--- config.mk ---
export PLATFORM = sky130hd
export DESIGN_NAME = imem_fetch_ctrl
export DESIGN_NICKNAME = d
export VERILOG_FILES = /design/src/rtl/imem_fetch_pkg.sv /design/src/rtl/fetch_fifo.sv /design/src/rtl/imem_fetch_ctrl.sv
export SDC_FILE = /design/constraint.sdc
export NUM_CORES = 1
export LEC_CHECK = 0
export ABC_CLOCK_PERIOD_IN_PS = 5800
export BUFFER_PORTS_ARGS = -buffer_cell sky130_fd_sc_hd__clkbuf_2
export CELL_PAD_IN_SITES_DETAIL_PLACEMENT = 1
export CELL_PAD_IN_SITES_GLOBAL_PLACEMENT = 2
export CORE_MARGIN = 4
export CORE_UTILIZATION = 35
export DETAILED_ROUTE_END_ITERATION = 7
export PLACE_DENSITY = 0.77
export SKIP_CTS_REPAIR_TIMING = 1
export SYNTH_ARGS = -nofsm -noshare
export SYNTH_HDL_FRONTEND = slang
export SYNTH_SLANG_ARGS = --single-unit
--- constraint.sdc ---
create_clock -name clk_i -period 5.8 [get_ports clk_i]
set_input_delay 1.16 -clock clk_i [delete_from_list [all_inputs] [get_ports clk_i]]
set_output_delay 1.16 -clock clk_i [all_outputs]
set_load 0.1 [all_outputs]
--- src/rtl/imem_fetch_pkg.sv ---
// Shared types and constants for the instruction-fetch sequencer.
// IMEM_FETCH_HALT_EN adds the HALTED state to fetch_state_t.
package imem_fetch_pkg;

    localparam int unsigned DefaultN     = 32;
    localparam int unsigned DefaultAw    = 6;
    localparam int unsigned DefaultDepth = 4;

    // ROM padding word; stops fetch when the halt feature is built in.
    localparam logic [DefaultN-1:0] HaltWord = 32'h0;

    typedef enum logic [1:0] {
        StIdle,
        StFetch,
`ifdef IMEM_FETCH_HALT_EN
        StDrain,
        StHalted
`else
        StDrain
`endif
    } fetch_state_t;

    typedef struct packed {
        logic [DefaultAw-1:0] pc;
        logic [DefaultN-1:0]  instr;
    } fetch_entry_t;

endpackage

--- src/rtl/fetch_fifo.sv ---
// Prefetch FIFO of {pc, instr} entries; flush clears it and wins over push/pop.
module fetch_fifo
    import imem_fetch_pkg::*;
#(
    parameter int unsigned DEPTH = DefaultDepth
) (
    input  logic                     clk_i,
    input  logic                     rst_ni,
    input  logic                     push_i,
    input  logic                     pop_i,
    input  logic                     flush_i,
    input  fetch_entry_t             din_i,
    output logic [$clog2(DEPTH):0]   count_o,
    output logic                     full_o,
    output logic                     empty_o,
    output fetch_entry_t             head_o
);

    localparam int unsigned PtrW = $clog2(DEPTH);
    localparam int unsigned CntW = PtrW + 1;

    logic [PtrW-1:0] rd_q, wr_q;
    logic [CntW-1:0] cnt_q;
    fetch_entry_t    mem_q [DEPTH];

    always_ff @(posedge clk_i or negedge rst_ni) begin
        if (!rst_ni) begin
            rd_q  <= '0;
            wr_q  <= '0;
            cnt_q <= '0;
        end else if (flush_i) begin
            rd_q  <= '0;
            wr_q  <= '0;
            cnt_q <= '0;
        end else begin
            if (push_i) wr_q <= wr_q + PtrW'(1);
            if (pop_i)  rd_q <= rd_q + PtrW'(1);
            cnt_q <= cnt_q + CntW'(push_i) - CntW'(pop_i);
        end
    end

    // Storage carries no reset; empty entries are masked by the consumer.
    always_ff @(posedge clk_i) begin
        if (push_i && !flush_i) mem_q[wr_q] <= din_i;
    end

    assign count_o = cnt_q;
    assign full_o  = (cnt_q == CntW'(DEPTH));
    assign empty_o = (cnt_q == '0);
    assign head_o  = mem_q[rd_q];

endmodule

--- src/rtl/imem_fetch_ctrl.sv ---
// Instruction-fetch sequencer: walks the ROM into a prefetch FIFO, handles redirects.
// Build with IMEM_FETCH_HALT_EN to stop fetching at the all-zero padding word.
module imem_fetch_ctrl
    import imem_fetch_pkg::*;
#(
    parameter int unsigned N     = DefaultN,
    parameter int unsigned AW    = DefaultAw,
    parameter int unsigned DEPTH = DefaultDepth
) (
    input  logic          clk_i,
    input  logic          rst_ni,
    input  logic          fetch_en_i,
    output logic [AW-1:0] imem_addr_o,
    input  logic [N-1:0]  imem_q_i,
    input  logic          redirect_valid_i,
    input  logic [AW-1:0] redirect_addr_i,
    output logic          instr_valid_o,
    input  logic          instr_ready_i,
    output logic [N-1:0]  instr_data_o,
    output logic [AW-1:0] instr_pc_o,
    output logic          busy_o
);

    localparam int unsigned CntW = $clog2(DEPTH) + 1;

    fetch_state_t    state_q, state_d;
    logic [AW-1:0]   fetch_pc_q, fetch_pc_d;
    logic            push, pop, flush, can_push, redirect;
    logic            fifo_full, fifo_empty;
    logic [CntW-1:0] fifo_cnt;
    fetch_entry_t    push_entry, head;

    assign pop        = instr_valid_o && instr_ready_i;
    assign can_push   = !fifo_full || pop;
    assign redirect   = redirect_valid_i && (state_q != StIdle);
    assign push_entry = '{pc: fetch_pc_q, instr: imem_q_i};

    always_comb begin
        state_d    = state_q;
        fetch_pc_d = fetch_pc_q;
        push       = 1'b0;
        flush      = 1'b0;
        if (redirect) begin
            flush      = 1'b1;
            fetch_pc_d = redirect_addr_i;
            state_d    = fetch_en_i ? StFetch : StDrain;
`ifdef IMEM_FETCH_HALT_EN
            if (state_q == StHalted) state_d = StFetch;
`endif
        end else begin
            unique case (state_q)
                StIdle: begin
                    if (fetch_en_i) state_d = StFetch;
                end
                StFetch: begin
                    if (!fetch_en_i) begin
                        state_d = StDrain;
                    end else if (can_push) begin
`ifdef IMEM_FETCH_HALT_EN
                        if (imem_q_i == HaltWord) begin
                            state_d = StHalted;
                        end else begin
                            push       = 1'b1;
                            fetch_pc_d = fetch_pc_q + AW'(1);
                        end
`else
                        push       = 1'b1;
                        fetch_pc_d = fetch_pc_q + AW'(1);
`endif
                    end
                end
                StDrain: begin
                    if (fetch_en_i)      state_d = StFetch;
                    else if (fifo_empty) state_d = StIdle;
                end
`ifdef IMEM_FETCH_HALT_EN
                StHalted: begin
                    // Only a redirect or reset leaves HALTED.
                    state_d = StHalted;
                end
`endif
                default: state_d = StIdle;
            endcase
        end
    end

    always_ff @(posedge clk_i or negedge rst_ni) begin
        if (!rst_ni) begin
            state_q    <= StIdle;
            fetch_pc_q <= '0;
        end else begin
            state_q    <= state_d;
            fetch_pc_q <= fetch_pc_d;
        end
    end

    fetch_fifo #(
        .DEPTH(DEPTH)
    ) u_fifo (
        .clk_i   (clk_i),
        .rst_ni  (rst_ni),
        .push_i  (push),
        .pop_i   (pop),
        .flush_i (flush),
        .din_i   (push_entry),
        .count_o (fifo_cnt),
        .full_o  (fifo_full),
        .empty_o (fifo_empty),
        .head_o  (head)
    );

    assign imem_addr_o   = fetch_pc_q;
    assign instr_valid_o = !fifo_empty;
    assign instr_data_o  = fifo_empty ? '0 : head.instr;
    assign instr_pc_o    = fifo_empty ? '0 : head.pc;

`ifdef IMEM_FETCH_HALT_EN
    assign busy_o = ((state_q != StIdle) && (state_q != StHalted)) || !fifo_empty;
`else
    assign busy_o = (state_q != StIdle) || !fifo_empty;
`endif

endmodule

## Word level (Yosys, flattened, before mapping)

Memories as Yosys holds them, arrays and structs flattened.
Cells that the tools add are included.

| word-level totals | value |
|---|---|
| flip-flop bits (word level) | 15 |
| memories kept | 1 |
| input port bits | 43 |
| output and inout port bits | 46 |
| logic and storage cells | 60 |
| memory bits (writable) | 152 |

| cells by class | value |
|---|---|
| equality and inequality tests | 6 |
| reductions and logical operators | 18 |
| $add $sub $neg | 5 |
| muxes and demuxes | 25 |

Memory list:

| memory | depth | bits a word | rd ports | clocked after memory_dff | write ports | RTL line | RTL |
|---|---|---|---|---|---|---|---|
| u_fifo.mem_q | 4 | 38 | 1 | 0 | 1 | fetch_fifo.sv:24 | `fetch_entry_t mem_q [DEPTH];` |

Operators by type and width:

| cell | number |
|---|---|
| $mux W32 | 1 |
| $mux W6 | 5 |
| $mux W2 | 10 |
| $reduce_bool A2 Y1 | 6 |
| $mux W1 | 7 |
| $add A6 B1 Y6 const B | 1 |
| $ne A3 B3 Y1 const B | 2 |
| $pmux W2 S3 | 1 |
| $reduce_and A3 Y1 | 2 |
| $add A2 B1 Y2 const B | 2 |
| $ne A4 B4 Y1 const B | 1 |
| $add A3 B1 Y3 | 1 |
| $eq A3 B3 Y1 const B | 1 |
| $logic_and A1 B1 Y1 | 3 |
| $logic_not A1 Y1 | 3 |
| $logic_not A3 Y1 | 1 |
| $mux W3 | 1 |
| $sub A3 B1 Y3 | 1 |
| $eq A2 B1 Y1 const B | 1 |
| $eq A2 B2 Y1 const B | 1 |
| $logic_not A2 Y1 | 1 |
| $logic_or A1 B1 Y1 | 2 |

## Depth between registers and ports, before layout

| logic depth | value |
|---|---|
| word-level depth | 11 |
| gate-level depth with buffers | 11 |
| mapped depth without buffers | 10 |

## Modules after synthesis

A second synthesis with hierarchy kept.

| unflattened totals | value |
|---|---|
| cell total of the unflattened synthesis | 331 |
| area, all modules | 6698.9 sq um |

By module, submodules not included:

| module | instances | cells an instance | area an instance (sq um) | sequential area each (sq um) |
|---|---|---|---|---|
| fetch_fifo | 1 | 238 | 5965.7 | 4739.5 |
| imem_fetch_ctrl | 1 | 93 | 733.2 | 200.2 |

## Worst setup path after synthesis

OpenSTA, ideal clock, no wires.

| timing path | value |
|---|---|
| kind | reg-to-output |
| from | register u_fifo.cnt_q[1] (netlist: u_fifo.count_o[1]) |
| to | output instr_data_o[27] |
| data required time | 4.640 ns |
| buffers on the path | 2 |
| path slack | 2.028 ns |
| stages on the path, launching flop included | 5 |
| arrival time | 2.612 ns |
| cells stage by stage | dfrtp_1 or3_2 clkbuf_1 clkbuf_1 and2_1 |

| on the way | value |
|---|---|
| word-level cells in the longest chain between the ends | 2 |

RTL lines:

| item | RTL line | RTL |
|---|---|---|
| start: declaration | fetch_fifo.sv:23 | `logic [CntW-1:0] cnt_q;` |
| start signal: assignment | fetch_fifo.sv:38 | `cnt_q <= cnt_q + CntW'(push_i) - CntW'(pop_i);` |
| $logic_not A3 Y1 | fetch_fifo.sv:49 | `assign empty_o = (cnt_q == '0);` |
| $mux W32 | imem_fetch_ctrl.sv:114 | `assign instr_data_o = fifo_empty ? '0 : head.instr;` |
| end: declaration | imem_fetch_ctrl.sv:19 | `output logic [N-1:0] instr_data_o,` |

No other way between the ends.

## Worst setup path in the final report

| timing path | value |
|---|---|
| from | register u_fifo.rd_q[0] |
| to | output instr_pc_o[2] |

| on the way | value |
|---|---|
| word-level cells in the longest chain between the ends | 2 |

RTL lines:

| item | RTL line | RTL |
|---|---|---|
| start: declaration | fetch_fifo.sv:22 | `logic [PtrW-1:0] rd_q, wr_q;` |
| start signal: assignment | fetch_fifo.sv:37 | `if (pop_i) rd_q <= rd_q + PtrW'(1);` |
| $mem_v2 Z4 W38 | -- |  |
| $mux W6 | imem_fetch_ctrl.sv:115 | `assign instr_pc_o = fifo_empty ? '0 : head.pc;` |
| end: declaration | imem_fetch_ctrl.sv:20 | `output logic [AW-1:0] instr_pc_o,` |

No other way between the ends.

==> impl_metrics.toml <==
[outcome]
status = "complete, no violations"

[setup_path]
path_cells = "mux4_2, and2_1, clkbuf_2"
cp_top_family = "flip-flops"
end_kind = "primary output"
worstSetupPathType = "flip-flop to primary output"
r2r_slack_ps = 2840
critPathLaunchType = "flip-flop"
path_max_fanout = 40
slowest_stage = "dfrtp_4"
ff2ff_path_depth = 10
r2r-start = "u_fifo.count_o[1]$_DFF_PN0_"
crit_buf_inv = 1
required_ps = 4640
critPathMaxStageDelay_ps = 970
r2r-end = "u_fifo.count_o[2]$_DFF_PN0_"
arrival_ps = 2570

[detailed_routing]
drc_errors = 0
routed_wl_microns = 13100
antenna_left = 0
vias_per_cell = 4.87
drt_iter0_markers = 160
routedWlPerCell_microns = 19.7
dr.pass1.iters = 4
vias = 3236

[cts]
cts_tree = "done"
numCtsBuffers = 17
path_clk_slew_ps = 60
cts_max_level = 4
cts_root_buf = "clkbuf_16"
cts_buffer_depth = 2
clkLatencyLatePin_ps = 410
cts.sinks = 167

[sta]
rsz0062_at_grt = "false"
clock_skew_ps = 9.11
fin_crit_ps = 3730
slew_violations = 0
max_freq_mhz = 268
finalHoldViolations = 0
slew_headroom = 0.287
finalSetupViolations = 0
tightest_slew_ps = 1070
timing.final.crit_share = 0.643
tns_ps = 0

[logic_synthesis]
async_flop_share = 0.0898
synth-seq-cells = 167
syn_nets = 383
synth_compound_area_frac = 0.0117
yosysTopAreaCell = "edfxtp_1"
seq_area_frac_synth = 0.748
synth_ff_type = "edfxtp_1"
synthXorXnorAreaFrac = 0.0106
ys_top_cells_by_count = "edfxtp_1, and2_1, mux4_2"
synth-simple-area-share = 0.0680
synth.area.top_cells = "edfxtp_1, mux4_2, dfrtp_1, and2_1, ha_1"
synth_enable_flop_cells = 152
ys_types = 32
synth_warnings = 0
synth_fa_ha_area_frac = 0.0163
syn_area_sq_um = 6610
synth_top_area_share = 0.691
synth_top_family_by_area = "multiplexers"
synth_cells = 332
yosysMostFrequentCell = "edfxtp_1"
synth.mux.area_fraction = 0.131
avgSynthCellArea_sq_um = 19.9

[hold_path]
hp-start = "u_fifo.count_o[2]$_DFF_PN0_"
hold_path_end = "u_fifo.count_o[2]$_DFF_PN0_"
hold_path.class = "flip-flop to flip-flop"
hold_depth = 2

[floorplanning]
initial_core_util = 0.362
core_sq_um = 18300
die_w_microns = 145
die_area_sq_um = 21100
die_h_microns = 145
rows = 49
io_pins = 89

[finish]
fin_util = 0.428
diodes = 0
fin_nets = 474
drive_above_1_share = 0.381
final.fill_count = 1784
syn2layout_area_growth_pct = 18.5

[global_route]
grt.total_usage = 0.133
grt_pass1_vias = 3803
grt_first_pass_wirelength_microns = 21700
grt_max_degree = 44
overflow = 0
antenna_found_initial = 1

[run]
cap_violations = 0

[place]
hpwl_microns = 8310
place_congestion = 0.775
io_buffers = 88
[area by class of cell]
class	instances	area, sq um	area share
clock inverters	15	131	0.0168
repair buffers	88	440	0.0563
clock buffers	17	425	0.0544
well taps	229	287	0.0366
flip-flops and latches	167	4940	0.632
multi-input cells	143	1580	0.201
inverters	6	22.5	0.00288
[routing by layer]
layer | GRT usage | wire [microns]
met1 | 0.166 | 5770
met2 | 0.227 | 6700
met3 | 0.0396 | 518
met4 | 0.0351 | 114
met5 | 0 | 11
[metrics by stage]
step	std cells	setup slack [ps]	hold WS (ps)	area, sq um
after floorplan	332	2030	518	6610
after global placement	633	2310	558	7270
after detailed placement	633	2190	587	7270
after CTS	665	1990	585	7830
after global routing	665	1880	625	7830
final	665	2070	580	7830
[registers in the layout, summed over array words and instances, names as in the netlist]
name and count:
u_fifo.wr_q 2, state_q 2, u_fifo.count_o 3, u_fifo.rd_q 2
imem_addr_o 6, u_fifo.mem_q 152
[how the worst max path moves through the flow]
| stage | from | end | slack [ps] | cells past startpoint |
|---|---|---|---|---|
| after global routing | u_fifo.rd_q[0]$_DFFE_PN0P_ | instr_pc_o[2] | 1880 | 3 |
| after floorplan | u_fifo.count_o[1]$_DFF_PN0_ | instr_data_o[27] | 2030 | 4 |
| after global placement | instr_ready_i | u_fifo.mem_q[2][15]$_DFFE_PP_ | 2310 | 5 |
| after CTS | u_fifo.rd_q[0]$_DFFE_PN0P_ | instr_pc_o[2] | 1990 | 3 |
| final | u_fifo.rd_q[0]$_DFFE_PN0P_ | instr_pc_o[2] | 2070 | 3 |
| after detailed placement | instr_ready_i | u_fifo.mem_q[0][8]$_DFFE_PP_ | 2190 | 5 |
[worst reg2reg max path: cells and delay by family, from the launching register on]
family | cells | cell delay (ps)
adder cells (fa/ha/maj) | 3 | 790
buffers and inverters | 2 | 110
XOR/XNOR | 2 | 320
flip-flops | 1 | 460
AND/OR/NAND/NOR | 3 | 1160
[cell usage in the layout, fill, tap and decap left out, types with 3 or more instances in the layout]
master,instances
xnor2_1,5
nand3_1,3
mux4_2,38
clkinv_2,3
nor2_1,8
xor2_1,3
and2_2,4
ha_1,7
nand2_1,8
o21ai_0,5
and2_1,40
clkinvlp_4,4
a21oi_1,3
edfxtp_1,152
clkbuf_16,17
dfrtp_1,13
clkinv_4,4
inv_1,6
clkbuf_2,88
[cells by family after synthesis]
group           after synthesis
compound gates               13
flops                       167
buf+inv                      22
simple gates                 75
mux                          39
fa+ha+maj                     8
xor+xnor                      8
Power is left out: the tool's default activity adds up to more than one toggle a clock period on the data nets, which glitch-free logic cannot reach.
